$ cat src/rtl/stopwatch_pkg.sv
// rtl/stopwatch_pkg.sv - shared types and constants for the stopwatch controller
// Purpose: FSM state encoding, BCD digit width and blank_mask bit positions.
// Ports: none (package).
package stopwatch_pkg;

  typedef enum logic [1:0] {
    PAUSED = 2'd0,
    RUN    = 2'd1,
    ADJUST = 2'd2
  } state_t;

  localparam int DIGIT_W = 4;

  // blank_mask bit positions, most significant digit at the top
  localparam int BLANK_MIN_TENS = 3;
  localparam int BLANK_MIN_ONES = 2;
  localparam int BLANK_SEC_TENS = 1;
  localparam int BLANK_SEC_ONES = 0;

  localparam logic [3:0] BLANK_MIN =
    (4'b0001 << BLANK_MIN_TENS) | (4'b0001 << BLANK_MIN_ONES);
  localparam logic [3:0] BLANK_SEC =
    (4'b0001 << BLANK_SEC_TENS) | (4'b0001 << BLANK_SEC_ONES);

endpackage

$ cat src/rtl/bcd_mod60.sv
// rtl/bcd_mod60.sv - two-digit BCD counter wrapping at MAX
// Purpose: holds one time field (tens/ones BCD), counts on inc, clears on clr.
// Ports: clk, rst (sync, active-high), clr, inc -> tens, ones (BCD),
//        carry (combinational, high when inc hits the terminal value).
module bcd_mod60
  import stopwatch_pkg::*;
#(
  parameter int MAX = 59
) (
  input  logic               clk,
  input  logic               rst,
  input  logic               clr,
  input  logic               inc,
  output logic [DIGIT_W-1:0] tens,
  output logic [DIGIT_W-1:0] ones,
  output logic               carry
);

  localparam logic [DIGIT_W-1:0] TENS_MAX = DIGIT_W'(MAX / 10);
  localparam logic [DIGIT_W-1:0] ONES_MAX = DIGIT_W'(MAX % 10);

  logic at_max;

  assign at_max = (tens == TENS_MAX) && (ones == ONES_MAX);
  // Combinational so the next field can step on the same edge as this one.
  assign carry  = inc && at_max;

  always_ff @(posedge clk) begin
    if (rst || clr) begin
      tens <= '0;
      ones <= '0;
    end else if (inc) begin
      if (at_max) begin
        tens <= '0;
        ones <= '0;
      end else if (ones == DIGIT_W'(9)) begin
        tens <= tens + DIGIT_W'(1);
        ones <= '0;
      end else begin
        ones <= ones + DIGIT_W'(1);
      end
    end
  end

endmodule

$ cat src/rtl/stopwatch_ctrl.sv
// rtl/stopwatch_ctrl.sv - run/pause/adjust stopwatch with BCD outputs
// Purpose: FSM (PAUSED/RUN/ADJUST), blink phase, carry gating between fields.
// Ports: clk, rst (sync, active-high), one_hz_tick, two_hz_tick, blink_tick,
//        pause_pulse, clr_pulse, adj_sw, sel_sw -> min_tens, min_ones,
//        sec_tens, sec_ones (BCD), blank_mask[3:0], running.
module stopwatch_ctrl
  import stopwatch_pkg::*;
#(
  parameter int SEC_MAX = 59,
  parameter int MIN_MAX = 59
) (
  input  logic               clk,
  input  logic               rst,
  input  logic               one_hz_tick,
  input  logic               two_hz_tick,
  input  logic               blink_tick,
  input  logic               pause_pulse,
  input  logic               clr_pulse,
  input  logic               adj_sw,
  input  logic               sel_sw,
  output logic [DIGIT_W-1:0] min_tens,
  output logic [DIGIT_W-1:0] min_ones,
  output logic [DIGIT_W-1:0] sec_tens,
  output logic [DIGIT_W-1:0] sec_ones,
  output logic [3:0]         blank_mask,
  output logic               running
);

  state_t state, state_next;
  logic   blink_phase, blink_next;
  logic   sec_inc, min_inc, sec_carry;
  logic   min_carry_unused;

  always_comb begin
    state_next = state;
    sec_inc    = 1'b0;
    min_inc    = 1'b0;
    blink_next = blink_phase ^ blink_tick;

    // adj_sw overrides pause_pulse from any state
    if (adj_sw) begin
      state_next = ADJUST;
    end else begin
      unique case (state)
        PAUSED:  if (pause_pulse) state_next = RUN;
        RUN:     if (pause_pulse) state_next = PAUSED;
        default: state_next = PAUSED;
      endcase
    end

    // Seconds carry reaches minutes only while running; adjust edits one field.
    unique case (state)
      RUN: begin
        sec_inc = one_hz_tick;
        min_inc = sec_carry;
      end
      ADJUST: begin
        sec_inc = two_hz_tick && sel_sw;
        min_inc = two_hz_tick && !sel_sw;
      end
      default: ;
    endcase
  end

  always_ff @(posedge clk) begin
    if (rst) begin
      state       <= PAUSED;
      blink_phase <= 1'b0;
      running     <= 1'b0;
      blank_mask  <= '0;
    end else begin
      state       <= state_next;
      blink_phase <= blink_next;
      running     <= (state_next == RUN);
      blank_mask  <= (state_next == ADJUST && blink_next)
                     ? (sel_sw ? BLANK_SEC : BLANK_MIN) : 4'b0000;
    end
  end

  bcd_mod60 #(.MAX(SEC_MAX)) u_sec (
    .clk   (clk),
    .rst   (rst),
    .clr   (clr_pulse),
    .inc   (sec_inc),
    .tens  (sec_tens),
    .ones  (sec_ones),
    .carry (sec_carry)
  );

  // Full-time wrap to 00:00 is silent, so the minutes carry goes nowhere.
  bcd_mod60 #(.MAX(MIN_MAX)) u_min (
    .clk   (clk),
    .rst   (rst),
    .clr   (clr_pulse),
    .inc   (min_inc),
    .tens  (min_tens),
    .ones  (min_ones),
    .carry (min_carry_unused)
  );

endmodule

$ cat config.mk
export PLATFORM = sky130hd
export DESIGN_NAME = stopwatch_ctrl
export DESIGN_NICKNAME = d
export VERILOG_FILES = /design/src/rtl/stopwatch_pkg.sv /design/src/rtl/bcd_mod60.sv /design/src/rtl/stopwatch_ctrl.sv
export SDC_FILE = /design/constraint.sdc
export NUM_CORES = 1
export LEC_CHECK = 0
export ABC_AREA = 1
export CAP_MARGIN = 20
export CORE_MARGIN = 2
export CORE_UTILIZATION = 32
export DETAILED_ROUTE_END_ITERATION = 6
export PLACE_DENSITY = 0.6
export SYNTH_ARGS = -nofsm -noshare
export SYNTH_HDL_FRONTEND = slang
export SYNTH_SLANG_ARGS = --single-unit
$ cat constraint.sdc
create_clock -name clk -period 3.2 [get_ports clk]
set_clock_uncertainty 0.2 [all_clocks]
set_input_delay 0.64 -clock clk [delete_from_list [all_inputs] [get_ports clk]]
set_output_delay 0.64 -clock clk [all_outputs]
set_load 0.01 [all_outputs]
After elaboration in Yosys (flattened, before gate mapping)
Cells that the tools add are included.
{ "word_totals": {"input_bits": 9, "memories": 0, "mem_bits_ro": 0, "wordCells": 51, "latch_bits": 0, "reg_bits": 24, "ramBits": 0} }
{ "op_classes": {"reduce_logical": 14, "div_mod_pow": 0, "add_sub_neg": 4, "multipliers": 0, "n_lt_le_gt_ge": 0, "muxes": 15, "eq_ne": 8, "bitwise_logic": 2, "n_shift": 0} }
{ "ops": {"columns": ["cell", "count"], "rows": [
  ["$mux 4", 9],
  ["$add 4x1->4 const B", 4],
  ["$eq 4x3->1 const B", 2],
  ["$eq 4x4->1 const B", 2],
  ["$logic_and 1x1->1", 6],
  ["$mux 2", 3],
  ["$eq 2x1->1 const B", 2],
  ["$eq 2x2->1 const B", 2],
  ["$pmux 1 s2", 2],
  ["$pmux 2 s2", 1],
  ["$reduce_and 2->1", 2],
  ["$reduce_bool 2->1", 2],
  ["$logic_not 2->1", 1],
  ["$reduce_or 2->1", 1],
  ["$logic_not 1->1", 1],
  ["$logic_or 1x1->1", 1],
  ["$not 1->1", 1],
  ["$xor 1x1->1", 1]
]} }

Depth between registers and ports, before layout
{ "logic_depth": {"word_depth": 7, "mapped_depth": 10} }

Hierarchy
Synthesis repeated with hierarchy kept, for this count alone.
{ "hier_totals": {"hier_cells": 169, "hier_area_um2": 1213.7} }
{ "modules_own_cells": {"columns": ["module", "n_inst", "area_per_inst_um2", "seq_area_each_um2", "cells_per_inst"], "rows": [
  ["bcd_mod60", 2, 427.9, 160.2, 61],
  ["stopwatch_ctrl", 1, 357.8, 120.1, 47]
]} }

Worst setup path before layout
OpenSTA, ideal clock, no wires.
{ "synth_path": {"path_type": "register -> register", "startpoint": "register state[0]", "endpoint": "register u_min.tens[0]", "path_slack_ns": 1.555, "n_path_buf": 0, "synth_period_minus_slack_ns": 1.645, "t_arrival_ns": 1.322, "path_stages_with_launch": 10, "required_time_ns": 2.877, "setup_ns": 0.123, "path_cell_list": "dfxtp_1 -> inv_1 -> ha_1 -> nand4_1 -> nand2_4 -> nand2_2 -> nand2_4 -> nand2_4 -> nand2_1 -> a21oi_1"} }
{ "synth_between": {"elab_chain_len": 5, "elab_cells_between_ends": 6} }
{ "synth_rtl": {"columns": ["element", "line", "rtl"], "rows": [
  ["start, declared", "stopwatch_ctrl.sv:29", "state_t state, state_next;"],
  ["start signal, assigned", "stopwatch_ctrl.sv:72", "state <= state_next;"],
  ["$eq 2x2->1 / $eq 2x1->1 (equally long branches)", "stopwatch_ctrl.sv:52", "unique case (state)"],
  ["$pmux 1 s2", "stopwatch_ctrl.sv:52", null],
  ["$logic_and 1x1->1", "bcd_mod60.sv:26", "assign carry = inc && at_max;"],
  ["$pmux 1 s2 (*)", "stopwatch_ctrl.sv:52", null],
  ["$reduce_and 2->1 (no line) (*)", null, null],
  ["end signal, assigned", "bcd_mod60.sv:37", "tens <= tens + DIGIT_W'(1);"],
  ["end, declared", "bcd_mod60.sv:14", "output logic [DIGIT_W-1:0] tens,"]
]} }
Every way passes the cells marked *; elsewhere a longest branch is shown, timed or not.
A chain may end at the register's enable or synchronous reset.

Worst setup path after layout
{ "layout_path": {"startpoint": "register u_min.tens[0]", "endpoint": "output port min_tens[0]"} }
{ "layout_rtl": {"columns": ["element", "line", "rtl"], "rows": [
  ["end, declared", "stopwatch_ctrl.sv:21", "output logic [DIGIT_W-1:0] min_tens,"]
]} }
No word-level cell between the ends.

==> flow_summary.ini <==
[pwr]
p_leak_uw = 0.000637
ir_drop_mv = 0.160
p_per_area_nw_per_um2 = 328

[floorplan]
core_region_area_sq_um = 3630
rows = 22
boundaryPins = 30
die_w_um = 65.2
die_h_um = 65.2
initial_utilization = 0.330
dieArea_sq_um = 4260

[worst_setup_path]
worstSetupPathType = flip-flop to output port
rr_startpoint = state[0]$_SDFF_PP0_
cp_cell_sequence = clkdlybuf4s50_1
endpoint_kind = output port
reg2reg_slack_ns = 1.37
arrival_ns = 1.30
start_kind = flip-flop
r2r-end = u_min.tens[1]$_SDFFE_PP0P_
reg2reg_depth = 10
crit_required_ns = 2.36
critPathMaxFanout = 7
critPathMaxStageDelay_ns = 0.58
path_buf_inv = 1
critPathTopFamily = buffers and inverters
cp_slowest_cell = clkdlybuf4s50_1

[finish]
syn2layout_area_growth_pct = 32.5
fill_cells = 376
fin_nets = 208
diodes = 0
drive_gt1_frac = 0.0802
utilization = 0.438

[detailed_routing]
vias = 1098
first_iter_violations = 47
drtPass1Iterations = 4
drt_wl_total_um = 2430
via_per_inst = 4.67
post_drt_wl_per_cell_um = 10.3
drc = 0
ant_nets = 0

[clock_tree]
clock_latency_ns = 0.26
cts_htree_levels = 1
post_cts_buffers = 0
tritoncts = built
clockBufferDepth = 2
clk_pin_slew_ns = 0.08
ctsHoldBuffers = 0
numCtsBuffers = 3
root_buffer = clkbuf_8
post_cts_resized = 0
cts.sinks = 22

[min_path]
hold_class = flip-flop to flip-flop
hold_start = u_min.tens[3]$_SDFFE_PP0P_
min_to = u_min.tens[3]$_SDFFE_PP0P_
hold_depth = 2

[timing]
slew_headroom = 0.704
tightest_slew_ns = 0.442
period_minus_slack_ns = 2.14
period_share = 0.669
rsz0062_at_grt = false
setup_tns_ns = 0
hold_viol_final = 0
fmax_ghz = 0.467
final-setup-viol-count = 0
slew_viol_final = 0

[global_route]
antenna_found_initial = 0
first_global_vias = 1016
grt_pass1_wl_um = 4150
grt_max_degree = 13
grt_use_total = 0.122
overflow = 0

[yosys]
ys_warn_count = 0
synth.avg_cell_area_sq_um = 7.69
seq_area_frac_synth = 0.367
mappedNetlistArea_sq_um = 1200
synth_cells = 156
synth.distinct_cells = 24
synth-seq-cells = 22
syn_nets = 176

[placed_design]
place_congestion = 0.788
hpwl_um = 1880
portBuffers = 29

[flow_run]
maxCapViolCount = 0

[status]
status = finished, final reports clean
-- registers in the layout, summed over array words and instances (netlist names) --
register / flops
u_sec.tens: 4
blank_mask: 2
u_min.tens: 4
state: 2
running: 1
u_min.ones: 4
blink_phase: 1
u_sec.ones: 4
-- layout by cell type, fill, tap and decap left out, drive strengths merged --
cell type      instances
nor2                  25
a211oi                 1
a31o                   1
ha                    11
nand2                 27
clkbuf                 4
nor3                   3
nor3b                  1
clkdlybuf4s50         29
xnor2                  2
inv                   21
o21ai                  5
o221ai                 1
a21oi                  8
nand4                  7
or2                    1
dfxtp                 22
nand3                 15
xor2                   3
-- logic make-up (layout without fill, tap and decap cells) --
logic type,after synthesis,after routing,synth area share
AO/OA/AOI/OAI,16,16,0.0782
XOR/XNOR,5,5,0.0365
flip-flops,22,22,0.367
buffers and inverters,23,54,0.0782
adder cells (fa/ha/maj),11,11,0.115
AND/OR/NAND/NOR,79,79,0.325
-- layer usage --
layer  wire length [um]  GRT usage
met3                 50     0.0154
met4                 27     0.0625
met1               1190      0.152
met5                  0          0
met2               1160      0.204
-- report_power, final --
group          switching, uW  internal (uW)
Combinational           21.1           21.2
Clock                   89.8            110
Sequential              2.52            278
-- metrics by stage --
step	setup WS (ns)	power [uW]	cell area (sq um)	std cells	hold slack, ns
5_1_grt	0.991	548	1590	235	0.349
3_3_place_gp	0.880	328	1540	231	0.295
2_1_floorplan	1.56	309	1200	156	0.293
3_5_place_dp	0.877	329	1540	231	0.302
6_report	1.06	522	1590	235	0.313
4_1_cts	1.04	533	1590	235	0.317
-- worst reg2reg max path, stage by stage, from the launching register on --
cell     delay, ns
dfxtp_1       0.37
inv_1         0.08
ha_1          0.32
nand4_1       0.15
nand2_4       0.15
nand2_2       0.11
nand2_4       0.12
nand2_4       0.09
nor2_4        0.09
nand2_1       0.05
nand2_1       0.05
-- synth_stat cells (all sizes together) --
cell type / number / area [sq um]
a31o: 1 / 8.76
ha: 11 / 138
buf: 2 / 15.0
or2: 1 / 6.26
o221ai: 1 / 8.76
dfxtp: 22 / 440
xor2: 3 / 26.3
nor2: 25 / 104
a211oi: 1 / 7.51
nand4: 7 / 43.8
nand2: 27 / 129
nor3: 3 / 15.0
a21oi: 8 / 40.0
xnor2: 2 / 17.5
nand3: 15 / 80.1
nor3b: 1 / 12.5
inv: 21 / 78.8
o21ai: 5 / 28.8
-- worst max path at each step --
stage                                from                    endpoint  slack (ns)  depth (start not counted)
3_3_place_gp                          rst  u_min.tens[2]$_SDFFE_PP0P_        0.88                          6
3_5_place_dp                          rst  u_min.tens[2]$_SDFFE_PP0P_        0.88                          6
6_report       u_min.tens[0]$_SDFFE_PP0P_                 min_tens[0]        1.06                          1
5_1_grt                               rst  u_min.tens[1]$_SDFFE_PP0P_        0.99                          6
2_1_floorplan         state[0]$_SDFF_PP0_  u_min.tens[0]$_SDFFE_PP0P_        1.56                          9
4_1_cts        u_min.tens[0]$_SDFFE_PP0P_                 min_tens[0]        1.04                          1
-- area by class of cell --
class                           count  area [sq um]  area share
Timing Repair Buffer               29           290       0.183
Multi-Input combinational cell    111           666       0.419
Clock buffer                        4          55.1      0.0346
Sequential cell                    22           440       0.277
Tap cell                           48          60.1      0.0378
Inverter                           21          78.8      0.0496
(Power assumes the default switching activity.)
